## config.mk

```make
export PLATFORM = sky130hd
export DESIGN_NAME = mode_switch_controller
export DESIGN_NICKNAME = d
export VERILOG_FILES = /design/src/rtl/mode_switch_controller.sv
export SDC_FILE = /design/constraint.sdc
export NUM_CORES = 1
export LEC_CHECK = 0
export CAP_MARGIN = 20
export CORE_UTILIZATION = 50
export DETAILED_ROUTE_END_ITERATION = 8
export PLACE_DENSITY_LB_ADDON = 0.08
export SLEW_MARGIN = 25
export SYNTH_ARGS = -nofsm -noshare
export SYNTH_HDL_FRONTEND = slang
export SYNTH_SLANG_ARGS = --single-unit
```

## constraint.sdc

```tcl
create_clock -name clk -period 2.7 [get_ports clk]
set_input_delay 0.675 -clock clk [delete_from_list [all_inputs] [get_ports clk]]
set_output_delay 0.675 -clock clk [all_outputs]
set_load 0.05 [all_outputs]
```

## src/rtl/mode_switch_controller.sv

```systemverilog
// Mode-change sequencer for the display datapath: synchronizes and debounces SW[1:0],
// then commits the new mode on a frame boundary with a detector clear and a blanking window.
module mode_switch_controller #(
  parameter int DEBOUNCE_CYCLES = 250000,
  parameter int BLANK_FRAMES    = 1
) (
  input  logic       clk,
  input  logic       reset,
  input  logic [1:0] sw_in,
  input  logic       frame_start,
  output logic [1:0] mode_out,
  output logic       detector_clear,
  output logic       output_blank,
  output logic       busy
);

  localparam int CW = $clog2(DEBOUNCE_CYCLES);
  localparam int BW = (BLANK_FRAMES > 0) ? $clog2(BLANK_FRAMES + 1) : 1;

  typedef enum logic [1:0] {IDLE, WAIT_FRAME, BLANK} state_t;

  logic [1:0]    sync1_reg, sw_s_reg, sw_norm;
  logic [1:0]    cand_reg, stable_reg, pending_reg;
  logic [CW-1:0] cnt_reg;
  logic [BW-1:0] bcnt_reg;
  state_t        state_reg;

  always_ff @(posedge clk or negedge reset) begin
    if (!reset) begin
      sync1_reg <= 2'b00;
      sw_s_reg  <= 2'b00;
    end else begin
      sync1_reg <= sw_in;
      sw_s_reg  <= sync1_reg;
    end
  end

  // Both 10 and 11 select ASCII, so fold them before debouncing.
  assign sw_norm = (sw_s_reg == 2'b11) ? 2'b10 : sw_s_reg;

  always_ff @(posedge clk or negedge reset) begin
    if (!reset) begin
      cand_reg   <= 2'b00;
      cnt_reg    <= '0;
      stable_reg <= 2'b00;
    end else if (sw_norm != cand_reg) begin
      cand_reg <= sw_norm;
      cnt_reg  <= '0;
    end else if (cnt_reg != CW'(DEBOUNCE_CYCLES - 1)) begin
      cnt_reg <= cnt_reg + CW'(1);
    end else begin
      stable_reg <= cand_reg;
    end
  end

  always_ff @(posedge clk or negedge reset) begin
    if (!reset) begin
      state_reg      <= IDLE;
      pending_reg    <= 2'b00;
      bcnt_reg       <= '0;
      mode_out       <= 2'b00;
      detector_clear <= 1'b0;
      output_blank   <= 1'b0;
      busy           <= 1'b0;
    end else begin
      detector_clear <= 1'b0;
      case (state_reg)
        IDLE: begin
          if (stable_reg != mode_out) begin
            pending_reg <= stable_reg;
            state_reg   <= WAIT_FRAME;
            busy        <= 1'b1;
          end
        end
        WAIT_FRAME: begin
          if (stable_reg == mode_out) begin
            state_reg <= IDLE;
            busy      <= 1'b0;
          end else begin
            pending_reg <= stable_reg;
            // The commit uses the pending value held during the frame_start cycle.
            if (frame_start) begin
              mode_out       <= pending_reg;
              detector_clear <= 1'b1;
              if (BLANK_FRAMES == 0) begin
                state_reg <= IDLE;
                busy      <= 1'b0;
              end else begin
                bcnt_reg     <= BW'(BLANK_FRAMES);
                state_reg    <= BLANK;
                output_blank <= 1'b1;
              end
            end
          end
        end
        BLANK: begin
          if (frame_start) begin
            bcnt_reg <= bcnt_reg - BW'(1);
            if (bcnt_reg == BW'(1)) begin
              state_reg    <= IDLE;
              output_blank <= 1'b0;
              busy         <= 1'b0;
            end
          end
        end
        default: begin
          state_reg    <= IDLE;
          output_blank <= 1'b0;
          busy         <= 1'b0;
        end
      endcase
    end
  end

endmodule

```

==> metrics.md, run 1 <==
| Metric | Value |
|---|---|
| Reg-to-Reg Start | cnt_reg[0]$_DFFE_PN0P_ |
| Post-synthesis instance area | 0.00163 mm^2 |
| Classification of the worst-slack hold path | register to register |
| Clock power frac | 39.0% |
| Clock-pin slew of the registers on the worst-case setup and hold paths | 0.12 ns |
| Number of global-route vias before repair | 1121 |
| CP startpoint kind | register |
| # resized after CTS | 0 |
| Slowest cell on the critical path | sky130_fd_sc_hd__clkdlybuf4s50_1 |
| Final core utilization | 60.6% |
| Worst-skew pair later-pin latency | 0.34 ns |
| Count of cell instances traversed by the critical path | 1 |
| Number of buffers and inverters on the critical path | 1 |
| Number of buffers inserted by hold repair at cts | 0 |
| # DRC | 0 |
| Ratio of final minimum period to clock period | 83.5% |
| Clock sink count | 36 |
| Number of inserted diodes | 0 |
| Cells after synthesis | 153 |
| Synthesized net count | 159 |
| Count of final setup violators | 0 |
| Data arrival at the endpoint of the critical path | 1.58 ns |
| Switching component of the power | 217 uW |
| Commonest cells after routing, fill and taps aside | 36 x sky130_fd_sc_hd__dfrtp_1, 14 x sky130_fd_sc_hd__nor2_1, 10 x sky130_fd_sc_hd__nand2_1 |
| Series of cell instances along the critical path | clkdlybuf4s50_1 |
| Global-route wire length before repair | 5020 um |
| DRT antenna net count | 0 |
| Largest buffer count on any clock path | 2 |
| Number of standard-cell rows in the floorplan | 20 |
| Number of antenna violations at the first check in global routing | 0 |
| Router iterations before antenna repair | 4 |
| Fill cells | 278 |
| CP Capture Type | output pin |
| Overall Global Routing Usage | 19.6% |
| Number of instances on the worst hold path | 0 |
| Pin slew with the least headroom to its limit | 0.493 ns |
| Layout Skew | 0.0116 ns |
| Highest attainable clock frequency | 443 MHz |
| Total leakage power | 0.000779 uW |
| Number of cells traversed by the worst register-to-register path | 6 |
| Wire length per cell after detailed routing | 13.8 um |
| Crit path required time | 2.03 ns |
| TritonCTS clock tree | built |
| Met2 Resource Use GR | 30.4% |
| Most common cell after layout, fill and taps aside | sky130_fd_sc_hd__dfrtp_1 |
| Detailed Place HPWL | 2100 um |
| Number of buffers inserted during clock tree synthesis | 5 |
| Count of max-cap constraint violations | 0 |
| Fraction of layout instances using a drive strength above 1 | 12.4% |
| Switching share of power | 22.4% |
| Area growth syn-to-layout | 14.2% |
| Count of state elements after synthesis | 36 |
| Async S/R FF share, synth | 100% |
| Synth warnings | 0 |
| Min Clock Period, post-route | 2.26 ns |
| Worst relative slew slack | 67.1% |
| GR Util met3 | 4.37% |
| Worst Hold Launch | sync1_reg[1]$_DFF_PN0_ |
| Sequential power share | 57.0% |
| Routing usage on met1 | 25.7% |
| Quantity of I/O buffers inserted on ports | 9 |
| Netlist cell types | 40 |
| Maximum net fanout on the critical path | 3 |
| Pin count of the biggest net entering global routing | 37 |
| Floorplan die width | 59.1 um |
| Overflow left after global routing | 0 |
| DR iter-0 viols | 58 |
| Fin Setup TNS | 0 ns |
| Max-slew violation count | 0 |
| Root buffer selected by CTS | sky130_fd_sc_hd__clkbuf_4 |
| Critical path type | register to output pin |
| Core outline area | 0.00308 mm^2 |
| Initial core utilization | 53.0% |
| Hold Path End | sw_s_reg[1]$_DFF_PN0_ |
| Area of the die | 0.00350 mm^2 |
| H-tree level count | 2 |
| Part of the total power dissipated in combinational logic | 4.0% |
| Mean instance size in the synthesized netlist | 10.7 um^2 |
| Number of flip-flops in the largest register | 18 |
| Total wire length after detailed routing | 2940 um |
| Critical R2R Capture | cnt_reg[16]$_DFFE_PN0P_ |
| Ports placed on the boundary | 10 |
| Drt via density | 5.67 |
| Buffer count from post-CTS setup fixing | 0 |
| Dominant synthesized flop cell | sky130_fd_sc_hd__dfrtp_1 |
| Most used routing layer | met2 |
| EDFF count, synth | 0 |
| Worst ir drop on vdd | 0.270 mV |
| Internal power consumption | 753 uW |
| RSZ-0062 raised after global routing | no |
| Hold Violations, Final | 0 |
| Outcome | complete, no violations |
| Reg-to-reg setup timing slack | 0.67 ns |
| Biggest cell delay along the critical path | 0.82 ns |
| Share of the yosys chip area belonging to registers | 55.2% |
| Vertical extent of the die | 59.1 um |
| Cell class contributing the biggest share of worst-path delay | buffers and inverters |
| Total via count after detailed routing | 1208 |
| Ratio of total power to cell area | 520 mW/mm^2 |
| Layout Nets | 174 |
| Final RePlAce weighted congestion | 0.772 |
| Worst hold slack | 0.370 ns |
cell usage after synthesis, drive strengths merged (2+ instances only):
cell / number / area [um^2]
xor2: 5 / 43.8
nor4: 5 / 31.3
nor3: 6 / 30.0
nor2: 14 / 52.6
nand2: 10 / 37.5
or3: 3 / 20.0
o31ai: 2 / 15.0
or4: 2 / 18.8
and4: 3 / 26.3
o21ai: 8 / 40.0
and3: 2 / 12.5
nand4: 4 / 40.0
a21boi: 2 / 15.0
xnor2: 7 / 61.3
dfrtp: 36 / 901
clkbuf: 2 / 7.51
a31oi: 3 / 18.8
buf: 2 / 8.75
inv: 5 / 18.8
nand3: 5 / 25.0
a211oi: 2 / 15.0
mux2: 5 / 56.3
a21oi: 8 / 40.0
per-layer routing:
layer  share of wire (%)  wire (um)
met1                  48       1400
met2                  47       1370
met3                 3.7        110
met4                 1.7         51
met5                   0          0
cell type report:
| type | count | area, um^2 | area share, % |
|---|---|---|---|
| Clock buffer | 5 | 37.5 | 2.01 |
| Clock inverter | 3 | 42.5 | 2.28 |
| Inverter | 5 | 18.8 | 1.01 |
| Multi-Input combinational cell | 108 | 697 | 37.4 |
| Sequential cell | 36 | 901 | 48.3 |
| Tap cell | 44 | 55.1 | 2.95 |
| Timing Repair Buffer | 12 | 113 | 6.04 |
worst max path at each step:
stage	startpoint	end	slack [ns]
after CTS	mode_out[1]$_DFFE_PN0P_	mode_out[1]	0.44
final	mode_out[1]$_DFFE_PN0P_	mode_out[1]	0.44
after detailed placement	frame_start	mode_out[1]$_DFFE_PN0P_	0.67
after global placement	frame_start	mode_out[0]$_DFFE_PN0P_	0.69
after floorplan	cnt_reg[0]$_DFFE_PN0P_	cnt_reg[16]$_DFFE_PN0P_	0.94
after global routing	mode_out[1]$_DFFE_PN0P_	mode_out[1]	0.39
cell families after synthesis:
| kind of cell | synth area share, % |
|---|---|
| buffers and inverters | 2.15 |
| xor gates and xnor gates | 6.44 |
| DFF | 55.2 |
| muxes | 3.45 |
| AOI/OAI and AO/OA | 11.2 |
| and+or+nand+nor | 20.2 |
| adders and majority gates | 1.38 |
power by group through the flow:
stage | clock [uW] | sequential [uW] | combinational [uW]
floorplan | 0 | 562 | 16.5
global placement | 0 | 562 | 38.3
detailed placement | 0 | 563 | 39.1
CTS | 388 | 553 | 39.6
global route | 408 | 555 | 43.3
finish | 379 | 553 | 38.4
metrics by stage:
| stage | total power, uW | cells | cell area (um^2) | setup slack [ns] |
|---|---|---|---|---|
| 3_5_place_dp | 603 | 205 | 1780 | 0.673 |
| 5_1_grt | 1010 | 213 | 1860 | 0.387 |
| 3_3_place_gp | 601 | 205 | 1780 | 0.695 |
| 6_report | 970 | 213 | 1860 | 0.445 |
| 2_1_floorplan | 578 | 153 | 1630 | 0.942 |
| 4_1_cts | 980 | 213 | 1860 | 0.436 |
Power figures use the tool's default switching activity.
==> run 2: changes to the inputs <==
Clock period 2.7 ns to 2.16 ns, I/O delays scaled along.
==> metrics.md, run 2 (synthesis results as in run 1) <==
| Metric | Value |
|---|---|
| Worst ir drop on vdd | 0.446 mV |
| Count of final setup violators | 0 |
| # DRC | 0 |
| Number of flip-flops in the largest register | 18 |
| TritonCTS clock tree | built |
| Biggest cell delay along the critical path | 0.81 ns |
| Drt via density | 5.53 |
| CP Capture Type | output pin |
| Worst relative slew slack | 67.3% |
| Root buffer selected by CTS | sky130_fd_sc_hd__clkbuf_4 |
| Internal power consumption | 1010 uW |
| Min Clock Period, post-route | 2.08 ns |
| Outcome | complete, no violations |
| Switching share of power | 20.1% |
| Crit path required time | 1.62 ns |
| Largest buffer count on any clock path | 2 |
| Worst Hold Launch | sync1_reg[1]$_DFF_PN0_ |
| Overall Global Routing Usage | 19.7% |
| Series of cell instances along the critical path | clkdlybuf4s50_1 |
| DR iter-0 viols | 60 |
| Final RePlAce weighted congestion | 0.825 |
| Hold Path End | sw_s_reg[1]$_DFF_PN0_ |
| Total leakage power | 0.000790 uW |
| Number of buffers inserted by hold repair at cts | 0 |
| Global-route wire length before repair | 5050 um |
| Classification of the worst-slack hold path | register to register |
| Data arrival at the endpoint of the critical path | 1.54 ns |
| # resized after CTS | 0 |
| Highest attainable clock frequency | 482 MHz |
| Hold Violations, Final | 0 |
| Layout Skew | 0.00562 ns |
| Placed Area | 0.00178 mm^2 |
| Quantity of I/O buffers inserted on ports | 9 |
| Number of inserted diodes | 0 |
| Overflow left after global routing | 0 |
| Number of buffers inserted during clock tree synthesis | 5 |
| H-tree level count | 2 |
| RSZ-0062 raised after global routing | no |
| Worst-skew pair later-pin latency | 0.33 ns |
| Commonest cells after routing, fill and taps aside | 36 x sky130_fd_sc_hd__dfrtp_1, 14 x sky130_fd_sc_hd__nor2_1, 10 x sky130_fd_sc_hd__nand2_1 |
| Cell class contributing the biggest share of worst-path delay | buffers and inverters |
| Reg-to-Reg Start | cnt_reg[0]$_DFFE_PN0P_ |
| Buffer count from post-CTS setup fixing | 0 |
| Reg-to-reg setup timing slack | 0.29 ns |
| Fin Setup TNS | 0 ns |
| Area growth syn-to-layout | 15.1% |
| Ports placed on the boundary | 10 |
| Vertical extent of the die | 59.1 um |
| Wire length per cell after detailed routing | 13.2 um |
| Ratio of final minimum period to clock period | 96.1% |
| Number of antenna violations at the first check in global routing | 0 |
| Count of cell instances traversed by the critical path | 1 |
| Pin count of the biggest net entering global routing | 37 |
| DRT antenna net count | 0 |
| Detailed Place HPWL | 2000 um |
| Core outline area | 0.00308 mm^2 |
| Max-slew violation count | 0 |
| Number of instances on the worst hold path | 0 |
| Ratio of total power to cell area | 670 mW/mm^2 |
| Critical path type | register to output pin |
| Number of cells traversed by the worst register-to-register path | 5 |
| Most common cell after layout, fill and taps aside | sky130_fd_sc_hd__dfrtp_1 |
| Part of the total power dissipated in combinational logic | 3.8% |
| Initial core utilization | 53.0% |
| Floorplan die width | 59.1 um |
| Layout Nets | 174 |
| Fraction of layout instances using a drive strength above 1 | 12.4% |
| Router iterations before antenna repair | 4 |
| Slowest cell on the critical path | sky130_fd_sc_hd__clkdlybuf4s50_1 |
| Post-layout worst setup margin | 0.0840 ns |
| Count of max-cap constraint violations | 0 |
| Pin slew with the least headroom to its limit | 0.489 ns |
| Fin area | 0.00188 mm^2 |
| Maximum net fanout on the critical path | 3 |
| Number of buffers and inverters on the critical path | 1 |
| Number of standard-cell rows in the floorplan | 20 |
| CP startpoint kind | register |
| Post-Place Worst Slack | 0.232 ns |
| Area of the die | 0.00350 mm^2 |
| Critical R2R Capture | cnt_reg[16]$_DFFE_PN0P_ |
| Clock sink count | 36 |
| Clock power frac | 41.4% |
| Sequential power share | 54.8% |
| Switching component of the power | 253 uW |
| Total via count after detailed routing | 1177 |
| Clock-pin slew of the registers on the worst-case setup and hold paths | 0.11 ns |
| Total wire length after detailed routing | 2800 um |
| Number of global-route vias before repair | 1090 |
==> run 2: changes by cell type in the layout (fill, tap and decap cells not counted) <==
cell | before | now
sky130_fd_sc_hd__clkinv_2 | 1 | 0
sky130_fd_sc_hd__clkbuf_8 | 0 | 2
sky130_fd_sc_hd__clkinvlp_4 | 1 | 0
==> run 2: how the worst max path moves through the flow <==
stage,start,end
floorplan,cnt_reg[0]$_DFFE_PN0P_,cnt_reg[16]$_DFFE_PN0P_
global placement,frame_start,mode_out[0]$_DFFE_PN0P_
detailed placement,frame_start,mode_out[1]$_DFFE_PN0P_
CTS,mode_out[1]$_DFFE_PN0P_,mode_out[1]
global route,mode_out[0]$_DFFE_PN0P_,mode_out[0]
finish,mode_out[1]$_DFFE_PN0P_,mode_out[1]
==> run 2: area by class of cell <==
cell class                      instances  area (um^2)
Timing Repair Buffer                   12          113
Fill cell                             274         1200
Tap cell                               44         55.1
Sequential cell                        36          901
Inverter                                5         18.8
Clock buffer                            7         65.1
Multi-Input combinational cell        108          697
Clock inverter                          1         30.0
==> run 2: layer usage <==
layer | up-vias | part of all wire [%] | global-route usage, %
met2 | 16 | 43 | 27.4
met4 | 0 | 1.9 | 7.48
met5 | - | 0 | 0
met3 | 7 | 3.4 | 6.55
met1 | 570 | 52 | 28.4
li1 | 584 | - | -
==> run 2: power by group through the flow <==
stage,Clock [uW],Sequential (uW),Combinational (uW)
final,522,690,47.6
after global routing,572,692,54.0
after CTS,536,690,49.3
after detailed placement,0,704,49.3
after global placement,0,703,47.0
after floorplan,0,702,20.7
==> run 2: per-stage QoR <==
step                power (uW)  hold slack [ns]  cells  utilization, %
floorplan                  723            0.244    153               -
global placement           750            0.341    205            58.0
detailed placement         753            0.339    205            58.0
CTS                       1280            0.364    213            61.1
global route              1320            0.370    213            61.1
finish                    1260            0.361    213            61.1
==> run 3: changes to the inputs <==
Settings changed: CAP_MARGIN 20 to unset, SLEW_MARGIN 25 to 15.
==> results of run 3 <==
Final layout, timing and power as in run 2 (identical DEF).
